$ cat config.mk
export PLATFORM = sky130hd
export DESIGN_NAME = pc_fetch
export DESIGN_NICKNAME = d
export VERILOG_FILES = /design/src/rtl/pc_fetch_pkg.sv /design/src/rtl/pc_fetch.sv
export SDC_FILE = /design/constraint.sdc
export NUM_CORES = 1
export LEC_CHECK = 0
export ABC_CLOCK_PERIOD_IN_PS = 2100
export BUFFER_PORTS_ARGS = -buffer_cell sky130_fd_sc_hd__buf_2
export CAP_MARGIN = 20
export CORE_AREA = 2 2 130 132
export CTS_CLUSTER_DIAMETER = 120
export DETAILED_ROUTE_END_ITERATION = 10
export DIE_AREA = 0 0 132 134
export GPL_ROUTABILITY_DRIVEN = 0
export PLACE_DENSITY = 0.77
export SLEW_MARGIN = 20
export SYNTH_ARGS = -nofsm -noshare
export SYNTH_HDL_FRONTEND = slang
export SYNTH_SLANG_ARGS = --single-unit
export TNS_END_PERCENT = 10
$ cat constraint.sdc
create_clock -name CLK -period 2.1 [get_ports CLK]
set_input_delay 0.105 -clock CLK [delete_from_list [all_inputs] [get_ports CLK]]
set_output_delay 0.105 -clock CLK [all_outputs]
set_load 0.01 [all_outputs]
$ cat src/rtl/pc_fetch_pkg.sv
// Shared types and constants for the instruction-fetch front end.
//   fetch_state_t : fetch FSM state (FETCH issues reads, HALTED is terminal)
//   word_t        : 32-bit machine word
//   RESET_PC_DEF  : default PC loaded on reset
package pc_fetch_pkg;

  typedef logic [31:0] word_t;

  typedef enum logic [0:0] {
    FETCH  = 1'b0,
    HALTED = 1'b1
  } fetch_state_t;

  localparam word_t RESET_PC_DEF = 32'h0000_0000;

  // Instruction addresses are word aligned; drop the byte-offset bits.
  function automatic word_t word_align(input word_t addr);
    return addr & ~word_t'(32'h3);
  endfunction

endpackage

$ cat src/rtl/pc_fetch.sv
// Instruction-fetch front end and PC owner for the pipelined MIPS datapath.
// Ports:
//   CLK, nRST          clock (rising edge) and asynchronous active-low reset
//   ihit, iload        memory handshake: iload is valid when ihit is high
//   stall              hazard unit asks IF/ID to hold
//   redirect, next_PC  one-cycle redirect pulse and its target
//   halt               halt committed; fetch stops until reset
//   imemREN, imemaddr  instruction read request
//   PC, PC4            current fetch PC and PC + 4
//   instr, instr_pc4,
//   instr_valid        IF/ID payload (instr_valid = 0 is a bubble)
//   fetch_count        saturating count of delivered instructions
module pc_fetch
  import pc_fetch_pkg::*;
#(
  parameter word_t       RESET_PC = RESET_PC_DEF,
  parameter int unsigned COUNT_W  = 16
) (
  input  logic               CLK,
  input  logic               nRST,
  input  logic               ihit,
  input  logic [31:0]        iload,
  input  logic               stall,
  input  logic               redirect,
  input  logic [31:0]        next_PC,
  input  logic               halt,
  output logic               imemREN,
  output logic [31:0]        imemaddr,
  output logic [31:0]        PC,
  output logic [31:0]        PC4,
  output logic [31:0]        instr,
  output logic [31:0]        instr_pc4,
  output logic               instr_valid,
  output logic [COUNT_W-1:0] fetch_count
);

  fetch_state_t       r_state;
  word_t              r_pc;
  word_t              r_instr;
  word_t              r_instr_pc4;
  logic               r_valid;
  logic [COUNT_W-1:0] r_count;
  logic               r_pend;
  word_t              r_pend_pc;

  word_t w_pc4;
  word_t w_target;
  logic  w_squash;
  logic  w_accept;

  assign w_pc4    = r_pc + 32'd4;
  assign w_target = word_align(next_PC);
  // A word arriving while a redirect is live (now or pending) is from the
  // wrong path: it is dropped even if the hazard unit is stalling.
  assign w_squash = ihit & (redirect | r_pend);
  assign w_accept = ihit & ~stall & ~redirect & ~r_pend;

  always_ff @(posedge CLK or negedge nRST) begin
    if (!nRST) begin
      r_state     <= FETCH;
      r_pc        <= RESET_PC;
      r_instr     <= '0;
      r_instr_pc4 <= '0;
      r_valid     <= 1'b0;
      r_count     <= '0;
      r_pend      <= 1'b0;
      r_pend_pc   <= '0;
    end else begin
      unique case (r_state)
        FETCH: begin
          if (halt) begin
            r_state <= HALTED;
            r_valid <= 1'b0;
            r_pend  <= 1'b0;
          end else if (w_squash) begin
            r_pc    <= redirect ? w_target : r_pend_pc;
            r_valid <= 1'b0;
            r_pend  <= 1'b0;
          end else if (w_accept) begin
            r_pc        <= w_pc4;
            r_instr     <= iload;
            r_instr_pc4 <= w_pc4;
            r_valid     <= 1'b1;
            if (!(&r_count)) r_count <= r_count + 1'b1;
          end else begin
            // Redirect during a memory wait: remember it, newest wins.
            if (redirect) begin
              r_pend    <= 1'b1;
              r_pend_pc <= w_target;
            end
            if (!stall) r_valid <= 1'b0;
          end
        end
        HALTED: ;
        default: r_state <= HALTED;
      endcase
    end
  end

  assign imemREN     = (r_state == FETCH);
  assign imemaddr    = r_pc;
  assign PC          = r_pc;
  assign PC4         = w_pc4;
  assign instr       = r_instr;
  assign instr_pc4   = r_instr_pc4;
  assign instr_valid = r_valid;
  assign fetch_count = r_count;

endmodule

---- Word level (Yosys, flattened, before mapping) ----
Index checks and enable logic that the tools add are counted.
cells by class
  add/subtract/negate cells ............... 2
  $mul .................................... 0
  divide/modulo/power cells ............... 0
  magnitude comparators ................... 0
  eq/ne operators ......................... 2
  shift-type cells ........................ 0
  multiplexer cells ....................... 13
  bitwise operators ....................... 13
  reduce and logical (&&, ||, !) cells .... 9
operators with widths
  cell                                                             number
  32-bit two-way mux                                               3
  32-bit by 3-bit adder with 32-bit output, second input constant  1
  16-bit by 1-bit adder with 16-bit output, second input constant  1
  16-bit AND reduction                                             1
  1-bit two-way mux                                                10
  1-bit inverter                                                   8
  4-bit AND reduction                                              2
  3-bit AND reduction                                              2
  5-bit AND reduction                                              1
  1-bit AND                                                        4
  4-bit by 1-bit != test with 1-bit output, second input constant  1
  3-bit != test, second input constant                             1
  3-bit nonzero test                                               1
  2-bit AND reduction                                              1
  2-bit nonzero test                                               1
  1-bit bitwise OR                                                 1
word-level totals
  flip-flop bits (word level) ............. 147
  bits in latches ......................... 0
  bits in writable memories ............... 0
  bits in read-only memories .............. 0
  input bits .............................. 70
  output and inout port bits .............. 178
  logic and storage cells ................. 47
  memories ................................ 0

---- Depth between registers and ports, before layout ----
Gate-level depths: netlist of the first run.
  word-level depth ........................ 7
  mapped depth ............................ 8
  depth with buffers taken out ............ 6

---- Worst setup path after synthesis of the first run ----
No wires, ideal clock.
  path type ............................... register to register
  from .................................... register r_pc[5] (netlist: PC[5])
  to ...................................... register r_instr_pc4[24] (netlist: instr_pc4[24])
  arrival ................................. 1.859 ns
  required time ........................... 1.975 ns
  slack ................................... 0.116 ns
  stages on the path, launching flop included .. 7
  cell sequence ........................... dfrtp_1 -> buf_2 -> nand4_4 -> nor4_4 -> nand4_1 -> xnor2_1 -> mux2_2
between the ends
  cells in the longest elaborated chain, start to end .. 1
ends and longest elaborated chain
  what                                      line            source
  from (decl)                               pc_fetch.sv:38  word_t r_pc;
  from (signal assigned)                    pc_fetch.sv:76  r_pc <= redirect ? w_target : r_pend_pc;
  from (signal assigned)                    pc_fetch.sv:80  r_pc <= w_pc4;
  32-bit by 3-bit adder with 32-bit output  pc_fetch.sv:51  assign w_pc4 = r_pc + 32'd4;
  named net PC4[24]                         pc_fetch.sv:30  output logic [31:0] PC4,
  to (signal assigned)                      pc_fetch.sv:82  r_instr_pc4 <= w_pc4;
  to (decl)                                 pc_fetch.sv:40  word_t r_instr_pc4;
The timed path passes the listed nets, and every way through them passes these cells.
A chain may end at the register's enable or synchronous reset.

---- Final worst setup path of the first run ----
  from .................................... register r_pc[2] (netlist: PC[2])
  to ...................................... output PC4[22]
between the ends
  cells in the longest elaborated chain, start to end .. 1
ends and longest elaborated chain
  what                                      line
  32-bit by 3-bit adder with 32-bit output  pc_fetch.sv:51
  to (decl)                                 pc_fetch.sv:30
Every way passes these cells.

==> results summary, run 1 <==
The flow ran to the end, but the final reports show violations. The final reports fail on setup timing. Once layout is complete, the cells apart from fillers number about 1,300.

The leakage power of the design came out at 5.17 nW. The synthesized area is just over 7000 sq um. The worst hold path belongs to the class in -> reg. The count of warnings emitted by yosys came out at 0. The total nets after synthesis is around 800. The clock buffer count from CTS came out at 17. The highest cell delay on the worst timing path is about 0.35 ns. In this run, synthesis produced a sequential element count of around 150. The synthesized instance count is about 740. The number of synthesized flops with an enable pin came out at 0. The worst path uses 110% of the clock period.

The buffer and inverter count on the worst path is 3. The pin slew with the least headroom to its limit came out at around 0.66 ns. For this configuration, the core starts out at a cell density of roughly 44%. The die extent in y came out at around 130 microns. The total number of clock tree sinks came out at ~150. The final layout contains roughly 1,100 nets. The critical hold path startpoint is next_PC[21]. Hold is met by ~0.023 ns. The global-route usage over all layers is roughly a quarter. The number of global-route vias before repair was 6,346. The root buffer cell chosen for the clock tree is clkbuf_16. The final routed wirelength across all metal layers is between 20,000 and 25,000 microns. The ratio of cells with drive above 1 in the final layout came out at between 30 and 40%. The critical path is of the reg -> out type. Averaged over all synthesized cells, the footprint is 9.70 sq um.

The maximum number of pins on one net before global-route repair came out at 62. The minimum setup slack after placement came out at ~0.13 ns. The worst setup path is launched from a flop. The die area came out at between 15,000 and 20,000 sq um.

The count of vias placed by the detailed router is 6,509. The number of nets with antenna violations after routing is 0. The number of max-cap violations is 0. In the final routed layout, each cell accounts on average for about 17 microns. VDD sags by at most ~0.56 mV.

The maximum clock path buffer count is 2. The number of detailed-route iterations in the first pass is 5. The startpoint identified for the worst register-to-register timing path is PC[7]. The clock tree synthesis step divided the H-tree into 4 levels.

Cells fill roughly three fifths of the core in the end. The nature of the critical path endpoint is a primary output. The chip width is 132 microns. The growth of design area from synthesis to finish is 38.4%. The number of placed I/O pins came out at ~250. Of all nets on the critical path, the largest fanout is 8. After the first detailed-routing iteration, the DRC count stood at ~370. The distinct cell type count of the synthesized netlist came out at 47. The clock-pin slew on the worst setup and hold paths is approximately 0.06 ns. The placed cell count is ~1,200. Across the whole layout, storage elements account for roughly 3700 sq um. The number of filler cells placed in the layout came out at around 1,300. The first global-routing pass estimated 33,700 microns of wire.

The final antenna diode count came out at 0. The initial antenna violation count came to 1. The row count came out at 47. The setup slack of the critical path after layout came out at -0.200 ns. After routing, the total negative slack on setup checks comes to -1.64 ns. The count of buffers from port buffering is ~250.

The clock insertion delay at the later pin of the skew report is 0.42 ns. The final max-slew violation count is 0. The setup skew after layout is between 0.006 and 0.007 ns. The critical path goes through buf_4 -> ha_4 -> nand2_4 -> nor4_4 -> buf_6 -> nand2_1 -> xnor2_1 -> buf_2. The HPWL after detailed placement came out at about 14,000 microns. The most frequently used flop master after synthesis is dfrtp_1. Summed over all layers, the global routing overflow is 0. Setup repair after global routing could not meet its margin everywhere.

Subtracting the final worst setup slack from the clock period gives 2.30 ns. The via count normalized by instance count is 5.17. The achievable frequency is between 0.4 and 0.5 GHz.

The async set-or-reset flop fraction in the synthesized netlist came out at 100%. The remaining routing DRC violations is 0. The cell with the biggest individual delay on the critical path is dfrtp_1. The multi-input combinational cells in the finished layout cover a total of roughly 3300 sq um. Headroom to the max-slew limit came out at approximately 56%.

TritonCTS built the clock tree. In this design, the largest share of critical-path delay is due to simple AND/OR/NAND/NOR gates. The number of setup violations in the final report came out at 14. The area inside the core boundary is 16,300 sq um. The power per unit of standard cell area is about 700 nW/um^2. STA puts the critical path data required time at about 2.0 ns. The number of hold violations in the final report came out at 0.

In this run the worst setup path begins at PC[2]. For the worst setup path, the data arrival time is approximately 2.2 ns. The sequential element share of the synthesized area came out at slightly above 50%.
==> cells in the mapped netlist, types with 12 or more instances <==
cell type  count  area [sq um]
a21oi_1       56           280
and3_1        13          81.3
buf_4         34           255
clkbuf_1      30           113
dfrtp_1      147          3680
inv_1         12          45.0
mux2_2        30           338
mux2i_1       28           280
nand2_1      147           552
nand3_1       34           170
nor2_1        48           180
nor3_1        23           115
o21ai_0       15          75.1
o311ai_0      14           123
xnor2_1       30           263
==> layout make-up <==
class	instances	share of cell area (%)
repair buffers	339	20.9
well taps	220	2.76
inverters	12	0.451
clock inverters	10	1.12
flip-flops and latches	147	36.9
multi-input cells	511	33.3
clock buffers	19	4.54
==> per-layer routing <==
metal	up-vias	global-route usage [%]	part of all wire [%]
li1	3109	-	-
met4	0	6.82	1.4
met1	3136	31.1	43
met5	-	0	0
met3	20	6.42	6.4
met2	244	39.7	49
==> through the flow <==
stage,instance area (sq um),power [mW]
6_report,9980,6.90
5_1_grt,9980,7.18
4_1_cts,9870,6.93
3_5_place_dp,8680,3.91
3_3_place_gp,8680,3.89
2_1_floorplan,7210,3.54
==> final timing paths <==
| kind | to | slack (ns) | cells past startpoint |
|---|---|---|---|
| worst max-delay path | PC4[22] | -0.20 | 8 |
| worst min-delay path | r_pend_pc[21] | 0.02 | 3 |
| worst max register to register | PC[25] | 0.09 | 7 |
| worst min register to register | instr_pc4[3] | 0.46 | 2 |
| max in group asynchronous | fetch_count[2] | 1.15 | 3 |
| min in group asynchronous | instr_pc4[8] | 0.21 | 2 |
==> power by group <==
group | internal (mW) | total (mW) | leakage [nW] | switching, mW
sequential | 3.00 | 3.10 | 1.87 | 0.105
clock | 1.78 | 2.94 | 0.272 | 1.16
combinational | 0.390 | 0.864 | 3.03 | 0.474
==> what timing repair did <==
action	4_1_cts	5_1_grt
gates resized for setup	27	14
pin swaps	4	5
setup endpoints to repair	21	23
hold endpoints to repair	91	0
setup buffers	8	5
hold buffers	41	0
==> cell usage in the layout, fill, tap and decap left out, types with 5 or more instances in the layout <==
cell	n
nor2_1	47
nor4_4	5
clkbuf_16	17
inv_1	12
mux2i_1	28
dlygate4sd3_1	41
o21ai_0	15
nor2b_1	5
a31oi_1	8
buf_2	244
nor3_1	22
mux2_2	30
nand4_1	9
dfrtp_2	5
nand3_1	29
and3_1	13
xor2_1	7
xnor2_1	17
a21oi_1	55
buf_4	48
dfrtp_1	142
o311ai_0	14
nand2_1	146
xnor2_2	13
==> worst min-delay path: stages <==
cell	delay [ns]
buf_2	0.08
mux2i_1	0.07
a21oi_1	0.14
==> sequential cells by signal (all words and copies together), names as in the netlist <==
signal	flops
instr_pc4	32
r_pend	1
r_pend_pc	32
fetch_count	16
r_state	1
instr	32
PC	32
instr_valid	1
==> logic make-up after synthesis <==
| logic type | synth area share, % |
|---|---|
| AOI/OAI and AO/OA | 9.28 |
| xor gates and xnor gates | 4.49 |
| adders and majority gates | 0.347 |
| buffers and inverters | 6.40 |
| DFF | 51.0 |
| muxes | 8.57 |
| and+or+nand+nor | 19.9 |
Note: power is estimated with default switching activity, not from simulation.
==> run 2: changes to the inputs <==
--- a/config.mk
+++ b/config.mk
@@ -7,13 +7,14 @@
 export LEC_CHECK = 0
 export ABC_CLOCK_PERIOD_IN_PS = 2100
 export BUFFER_PORTS_ARGS = -buffer_cell sky130_fd_sc_hd__buf_2
-export CAP_MARGIN = 20
+export CAP_MARGIN = 25
 export CORE_AREA = 2 2 130 132
-export CTS_CLUSTER_DIAMETER = 120
+export CTS_CLUSTER_DIAMETER = 60
 export DETAILED_ROUTE_END_ITERATION = 10
 export DIE_AREA = 0 0 132 134
 export GPL_ROUTABILITY_DRIVEN = 0
 export PLACE_DENSITY = 0.77
+export SETUP_SLACK_MARGIN = 0.05
 export SLEW_MARGIN = 20
 export SYNTH_ARGS = -nofsm -noshare
 export SYNTH_HDL_FRONTEND = slang
==> run 2 against run 1 <==
Effect of this change: the run still ends with setup timing left; register-to-register slack about the same; maximum frequency grew 0.71%; flip-flop and latch count unchanged; non-clock buffer count up 2; clock skew hardly changed; final area up 0.45%; die area unchanged; sequential power about the same; routed wire length is essentially flat; power hardly changed; largest power group unchanged; hold slack is essentially flat.
==> results summary, run 2 (same netlist as run 1, synthesis figures left out) <==
The flow ran to the end, but the final reports show violations. The final reports fail on setup timing. The setup skew after layout came to 0.00653 ns (-0.000103 ns). The final routed wirelength across all metal layers is 21,200 microns (about the same). The total power came out at 6.91 mW (about the same). The top cell types in the final layout, fill and taps aside, are buf_2 (243), nand2_1 (146), dfrtp_1 (142).

The count of buffers from port buffering came to 245 (unchanged). The required time reported for the critical path endpoint came to 2.00 ns (about the same). The via count normalized by instance count came out at 5.21 (+0.62%). The worst-case headroom to the max-slew limit is 55.5% (-0.21 points). The achievable frequency is 0.438 GHz (+0.71%). The average wire per cell in the routed design was 16.8 microns (-0.26%).

The first-pass GRT wire length came out at 33,700 microns (about the same). The count of vias placed by the detailed router is 6,560 (+0.78%). The initial standard-cell utilization of the core was 44.3% (unchanged). The number of hold violations in the final report came out at 0 (unchanged). The number of non-filler instances in the completed layout is 1,260 (+0.16%). The register-to-register setup slack is 0.09 ns (about the same). TritonCTS built the clock tree. The number of DRC markers in iteration 0 is 398 (+8.4%). The area inside the core boundary is 16,300 sq um (unchanged). The global-route usage over all layers is 24.0% (about the same). The path type of the worst min-delay path is in -> reg. Setup repair after global routing could not meet its margin everywhere.

The root buffer cell chosen for the clock tree is clkbuf_16. The power per unit of standard cell area was 689 nW/um^2 (-0.41%). The number of cells on the worst reg-to-reg path is 7 (unchanged). The total number of clock tree sinks came to 147 (unchanged). The final max-slew violation count is 0 (unchanged). The remaining routing DRC violations was 0 (unchanged).

The final antenna diode count came out at 0 (unchanged). The chip width was 132 microns (unchanged). The critical path data arrival time came out at 2.18 ns (about the same). The ratio of cells with drive above 1 in the final layout came out at 39.2% (+0.31 points). The row count came out at 47 (unchanged). The capture point of the worst path is PC4[22].

The setup slack of the critical path after layout is -0.183 ns (+0.0161 ns). The number of max-cap violations is 0 (unchanged). The maximum clock path buffer count is 2 (unchanged). The minimum setup slack after placement came out at 0.131 ns (unchanged).

The die area is 17,700 sq um (unchanged). The number of global-route vias before repair came out at 6,346 (unchanged). The start point of the critical path is PC[2].

The cell depth of the worst min-delay path came out at 3 (unchanged). In this run the critical register-to-register path is captured at PC[25]. The clock-pin slew on the worst setup and hold paths was 0.06 ns (about the same). The worst setup path is launched from a flop. The maximum number of pins on one net before global-route repair was 62 (unchanged). The number of detailed-route iterations in the first pass came out at 5 (unchanged). The maximum fanout along the worst path came out at 8 (unchanged). The number of placed I/O pins is 248 (unchanged). The level count of the clock H-tree is 4 (unchanged). In this run the critical register-to-register path is launched from PC[7]. The net total in the final layout came out at 1,102 (+0.18%). The placed cell count is 1,175 (unchanged). The total congestion overflow after global routing came out at 0 (unchanged). The initial antenna violation count came out at 1 (unchanged). The die extent in y is 134 microns (unchanged). The final worst hold slack came out at 0.0224 ns (-0.000188 ns). Leaving out fill and tap cells, the most frequent cell in the layout is buf_2. The clock insertion delay at the later pin of the skew report is 0.42 ns (about the same). The clock buffer count from CTS came out at 17 (unchanged). The final worst-path cycle share came out at 109% (-0.77 points).

The HPWL after detailed placement is 14,200 microns (unchanged). The nature of the critical path endpoint is a primary output. The peak supply drop is 0.556 mV (-1.3%).

The critical path is of the reg -> out type. The pin slew with the least headroom to its limit is 0.667 ns (+0.00318 ns). From synthesis to final layout, the design area changed by 39.0%.

The final critical delay including setup and external delays was 2.28 ns (-0.0161 ns). The number of nets with antenna violations after routing is 0 (unchanged). The number of setup violations in the final report came out at 15 (+1).

The leakage power of the design is 5.18 nW (+0.24%).
==> run 2: cell types whose count changed in the layout (fill, tap and decap cells not counted) <==
cell | before | now
inv_1 | 12 | 11
xnor2_2 | 13 | 12
buf_4 | 48 | 50
xnor2_4 | 0 | 1
nand3_4 | 1 | 2
buf_6 | 3 | 4
inv_2 | 0 | 1
buf_2 | 244 | 243
nand3_1 | 29 | 28
==> run 2: worst max-delay path: stages (launching register included) <==
cell and delay [ns]:
dfrtp_1 0.35, buf_4 0.13, ha_4 0.15, nand2_4 0.08, nor4_4 0.33, buf_6 0.19, nand2_1 0.11, xnor2_1 0.24
buf_2 0.18
==> run 2: layout make-up <==
type                            instances  area (sq um)
Timing Repair Buffer                  341          2110
Multi-Input combinational cell        511          3350
Fill cell                            1297          6260
Sequential cell                       147          3680
Clock inverter                         10           111
Clock buffer                           19           453
Tap cell                              220           275
Inverter                               12          45.0
==> run 2: how the worst min path moves through the flow <==
| stage | from | end | slack [ns] |
|---|---|---|---|
| 3_3_place_gp | nRST | instr_pc4[6] | 0.1 |
| 5_1_grt | next_PC[7] | r_pend_pc[7] | 0.03 |
| 3_5_place_dp | nRST | instr_pc4[6] | 0.1 |
| 2_1_floorplan | nRST | PC[0] | -0.19 |
| 4_1_cts | next_PC[21] | r_pend_pc[21] | 0.01 |
| 6_report | next_PC[21] | r_pend_pc[21] | 0.02 |
==> run 2: repair_timing <==
item                       CTS  global route
cloned                       0             0
pin swaps                    4             6
hold endpoints to repair    91             0
hold buffers                41             0
gates resized for setup     29            17
setup endpoints to repair   22            31
buffers inserted             8             7
==> run 2: power by group <==
| group | total (mW) | internal [mW] | switching [mW] | leakage, nW |
|---|---|---|---|---|
| clock | 2.94 | 1.78 | 1.16 | 0.272 |
| sequential | 3.10 | 3.00 | 0.105 | 1.87 |
| combinational | 0.865 | 0.390 | 0.475 | 3.04 |
==> run 2: routing by layer <==
metal	part of all wire, %	global-route usage (%)	wire (microns)
met5	0	0	0
met4	1.7	6.82	367
met3	5.9	6.42	1260
met2	49	39.7	10500
met1	43	31.2	9160
==> run 2: metrics by stage <==
stage	setup TNS [ns]	area, sq um	utilization [%]
2_1_floorplan	0	7210	-
3_3_place_gp	0	8680	53.3
6_report	-1.44	10000	61.6
5_1_grt	-3.58	10000	61.6
3_5_place_dp	0	8680	53.3
4_1_cts	-1.64	9880	60.6
==> run 3: changes to the inputs <==
--- a/config.mk
+++ b/config.mk
@@ -5,7 +5,7 @@
 export SDC_FILE = /design/constraint.sdc
 export NUM_CORES = 1
 export LEC_CHECK = 0
-export ABC_CLOCK_PERIOD_IN_PS = 2100
+export ABC_CLOCK_PERIOD_IN_PS = 2300
 export BUFFER_PORTS_ARGS = -buffer_cell sky130_fd_sc_hd__buf_2
 export CAP_MARGIN = 25
 export CORE_AREA = 2 2 130 132
==> constraint.sdc (replaced) <==
create_clock -name CLK -period 2.3 [get_ports CLK]
set_input_delay 0.115 -clock CLK [delete_from_list [all_inputs] [get_ports CLK]]
set_output_delay 0.115 -clock CLK [all_outputs]
set_load 0.01 [all_outputs]
==> run 3 against run 2 <==
Effect of this change: the flow now finishes without violations; critical path depth shrank 2; largest cell class unchanged; die area did not move; register-to-register slack improved by 0.23 ns; clock skew increased by 0.0022 ns; clock power down 2%; setup slack improved by 0.26 ns; global-route usage decreased by 0.36 points; critical endpoint is now PC4[19].
==> results summary, run 3 (same netlist as run 1, synthesis figures left out) <==
The critical path data arrival time is 2.10 ns (-0.08 ns). The worst hold path begins at next_PC[23]. The peak supply drop is 0.551 mV (-0.89%). The number of non-filler instances in the completed layout came out at 1,252 (-0.63%).

The maximum fanout along the worst path is 6 (-2). The row count is 47 (unchanged). Walking the worst path, the cells encountered are nand4_4 -> nor4_2 -> buf_4 -> nand3_1 -> xnor2_2 -> buf_2. The cell depth of the worst min-delay path is 3 (unchanged).

Setup repair after global routing could not meet its margin everywhere. The worst-case headroom to the max-slew limit is 68.3% (+13 points). The required time reported for the critical path endpoint came out at 2.18 ns (+0.18 ns). The setup skew after layout is 0.00871 ns (+0.00218 ns). The clock-pin slew on the worst setup and hold paths is 0.06 ns (about the same). The number of setup violations in the final report came out at 0 (-15). The final worst-path cycle share came out at 96.5%. The highest cell delay on the worst timing path was 0.43 ns (+0.08 ns). The register-to-register setup slack was 0.32 ns (+0.23 ns). The chip width came out at 132 microns (unchanged).

The number of cells on the worst reg-to-reg path came out at 6 (-1). STA classifies the critical path startpoint as a flop. The maximum number of pins on one net before global-route repair came out at 62 (unchanged). Leaving out fill and tap cells, the most frequent cells in the layout are buf_2 (244), nand2_1 (146), dfrtp_1 (136). The leakage power of the design was 5.12 nW (-1.2%). The buffer and inverter count on the worst path is 2 (-1).

The minimum setup slack after placement came out at 0.151 ns (+0.0200 ns). The area of all placed cells without fillers is 9920 sq um (-1.0%). The TritonCTS clock tree is built. The number of hold violations in the final report came out at 0 (unchanged). The clock insertion delay at the later pin of the skew report was 0.42 ns (about the same). The area inside the core boundary came out at 16,300 sq um (unchanged).

The post-detailed-placement cell area is 8590 sq um (-0.98%). The level count of the clock H-tree is 4 (unchanged). The average wire per cell in the routed design came out at 17.0 microns (+0.71%).

The number of filler cells placed in the layout is 1,313 (+1.2%). The total number of clock tree sinks came out at 147 (unchanged). The global-route usage over all layers is 23.6% (-0.36 points). The number of DRC markers in iteration 0 came to 388 (-2.5%). The final routed wirelength across all metal layers is 21,200 microns (about the same).

The run finished with clean final reports. The maximum clock path buffer count came to 2 (unchanged). The number of detailed-route iterations in the first pass came out at 5 (unchanged). The worst register-to-register path begins at r_state. The final antenna diode count is 0 (unchanged). The number of global-route vias before repair came out at 6,215 (-2.1%).

The setup slack of the critical path after layout is 0.0815 ns (+0.265 ns). The initial standard-cell utilization of the core is 44.3% (unchanged). The worst hold path terminates at r_pend_pc[23]. The remaining routing DRC violations came out at 0 (unchanged). The number of max-cap violations came to 0 (unchanged). In this design, the largest share of critical-path delay is due to simple AND/OR/NAND/NOR gates. The final worst hold slack is 0.0239 ns (+0.00147 ns). The path type of the worst min-delay path is in -> reg.

The clock buffer count from CTS is 17 (unchanged). The number of nets with antenna violations after routing came out at 0 (unchanged). Leaving out fill and tap cells, the most frequent cell in the layout is buf_2. The number of placed I/O pins is 248 (unchanged).

The initial antenna violation count came to 0 (-1). The via count normalized by instance count came out at 5.24 (+0.70%). Among all stages on the critical path, the largest delay is contributed by dfrtp_2. The total congestion overflow after global routing is 0 (unchanged). The placed cell count is 1,162 (-1.1%). The ratio of cells with drive above 1 in the final layout is 38.6% (-0.66 points).

The pin slew with the least headroom to its limit is 0.475 ns (-0.192 ns). The growth of design area from synthesis to finish came out at 37.6%. The achievable frequency is roughly 0.45 GHz. The kind of critical path is reg -> out.

The power per unit of standard cell area is 654 nW/um^2 (-5.0%). The net total in the final layout came to 1,091 (-1.0%). STA classifies the critical path endpoint as a primary output. Clock tree synthesis selected as its root buffer the cell clkbuf_16. The final critical delay including setup and external delays came out at 2.22 ns. The final max-slew violation count came to 0 (unchanged). The HPWL after detailed placement came out at 14,500 microns (+2.7%). The capturing point of the worst reg2reg path is fetch_count[9]. The total power is 6.49 mW (-6.0%).

The count of vias placed by the detailed router is 6,564 (+0.061%). The count of buffers from port buffering was 245 (unchanged). The die area came out at 17,700 sq um (unchanged).

The die extent in y came out at 134 microns (unchanged). The first-pass GRT wire length came to 32,900 microns (-2.3%).
run 3: changes by cell type in the layout (fill, tap and decap cells not counted), moves of 4 or more:
cell     delta
dfrtp_2     +6
xnor2_1     +4
dfrtp_1     -6
buf_4      -12
run 3: cell type report:
type                            count  area [sq um]  area share [%]
Multi-Input combinational cell    511          3270            32.9
Sequential cell                   147          3690            37.2
Timing Repair Buffer              330          2030            20.5
Clock inverter                     14           176            1.78
Tap cell                          220           275            2.77
Inverter                           12          45.0           0.454
Clock buffer                       18           439            4.43
run 3: where the power goes:
group	switching [mW]	internal [mW]	leakage [nW]
logic	0.429	0.350	2.96
registers	0.0961	2.74	1.87
clock network	1.13	1.75	0.297
total	1.66	4.83	5.12
run 3: worst max-delay path by stage:
stage,from,end,depth (start not counted)
6_report,PC[6],PC4[19],6
5_1_grt,PC[3],PC4[24],7
4_1_cts,PC[3],PC4[30],7
3_5_place_dp,PC[13],instr_pc4[27],5
3_3_place_gp,PC[2],PC4[16],6
2_1_floorplan,PC[5],instr_pc4[24],6
run 3: metal layers:
layer	routed length, microns	GRT usage [%]	part of all wire, %	up-vias
met2	10200	38.1	48	265
met5	0	0	0	-
li1	-	-	-	3097
met4	412	8.94	1.9	0
met1	9220	31.2	43	3172
met3	1400	5.48	6.6	30
run 3: per-stage QoR:
stage               setup TNS (ns)  util (%)
floorplan                        0         -
global placement                 0      52.8
detailed placement               0      52.8
CTS                              0      60.2
global route               -0.0477      60.9
finish                           0      60.9
run 3: worst register-to-register path, stage by stage, from the launching register on:
cell	delay, ns
dfrtp_1	0.41
nor4b_2	0.41
nand2_2	0.11
buf_4	0.25
nor3_1	0.38
nand4_1	0.16
xnor2_1	0.15
run 3: repair_timing:
action / CTS / global route
setup buffers: 16 / 1
setup endpoints to repair: 21 / 19
gates cloned: 0 / 0
hold endpoints to repair: 187 / 0
hold buffers: 41 / 0
gates resized for setup: 19 / 20
pin swaps: 7 / 7
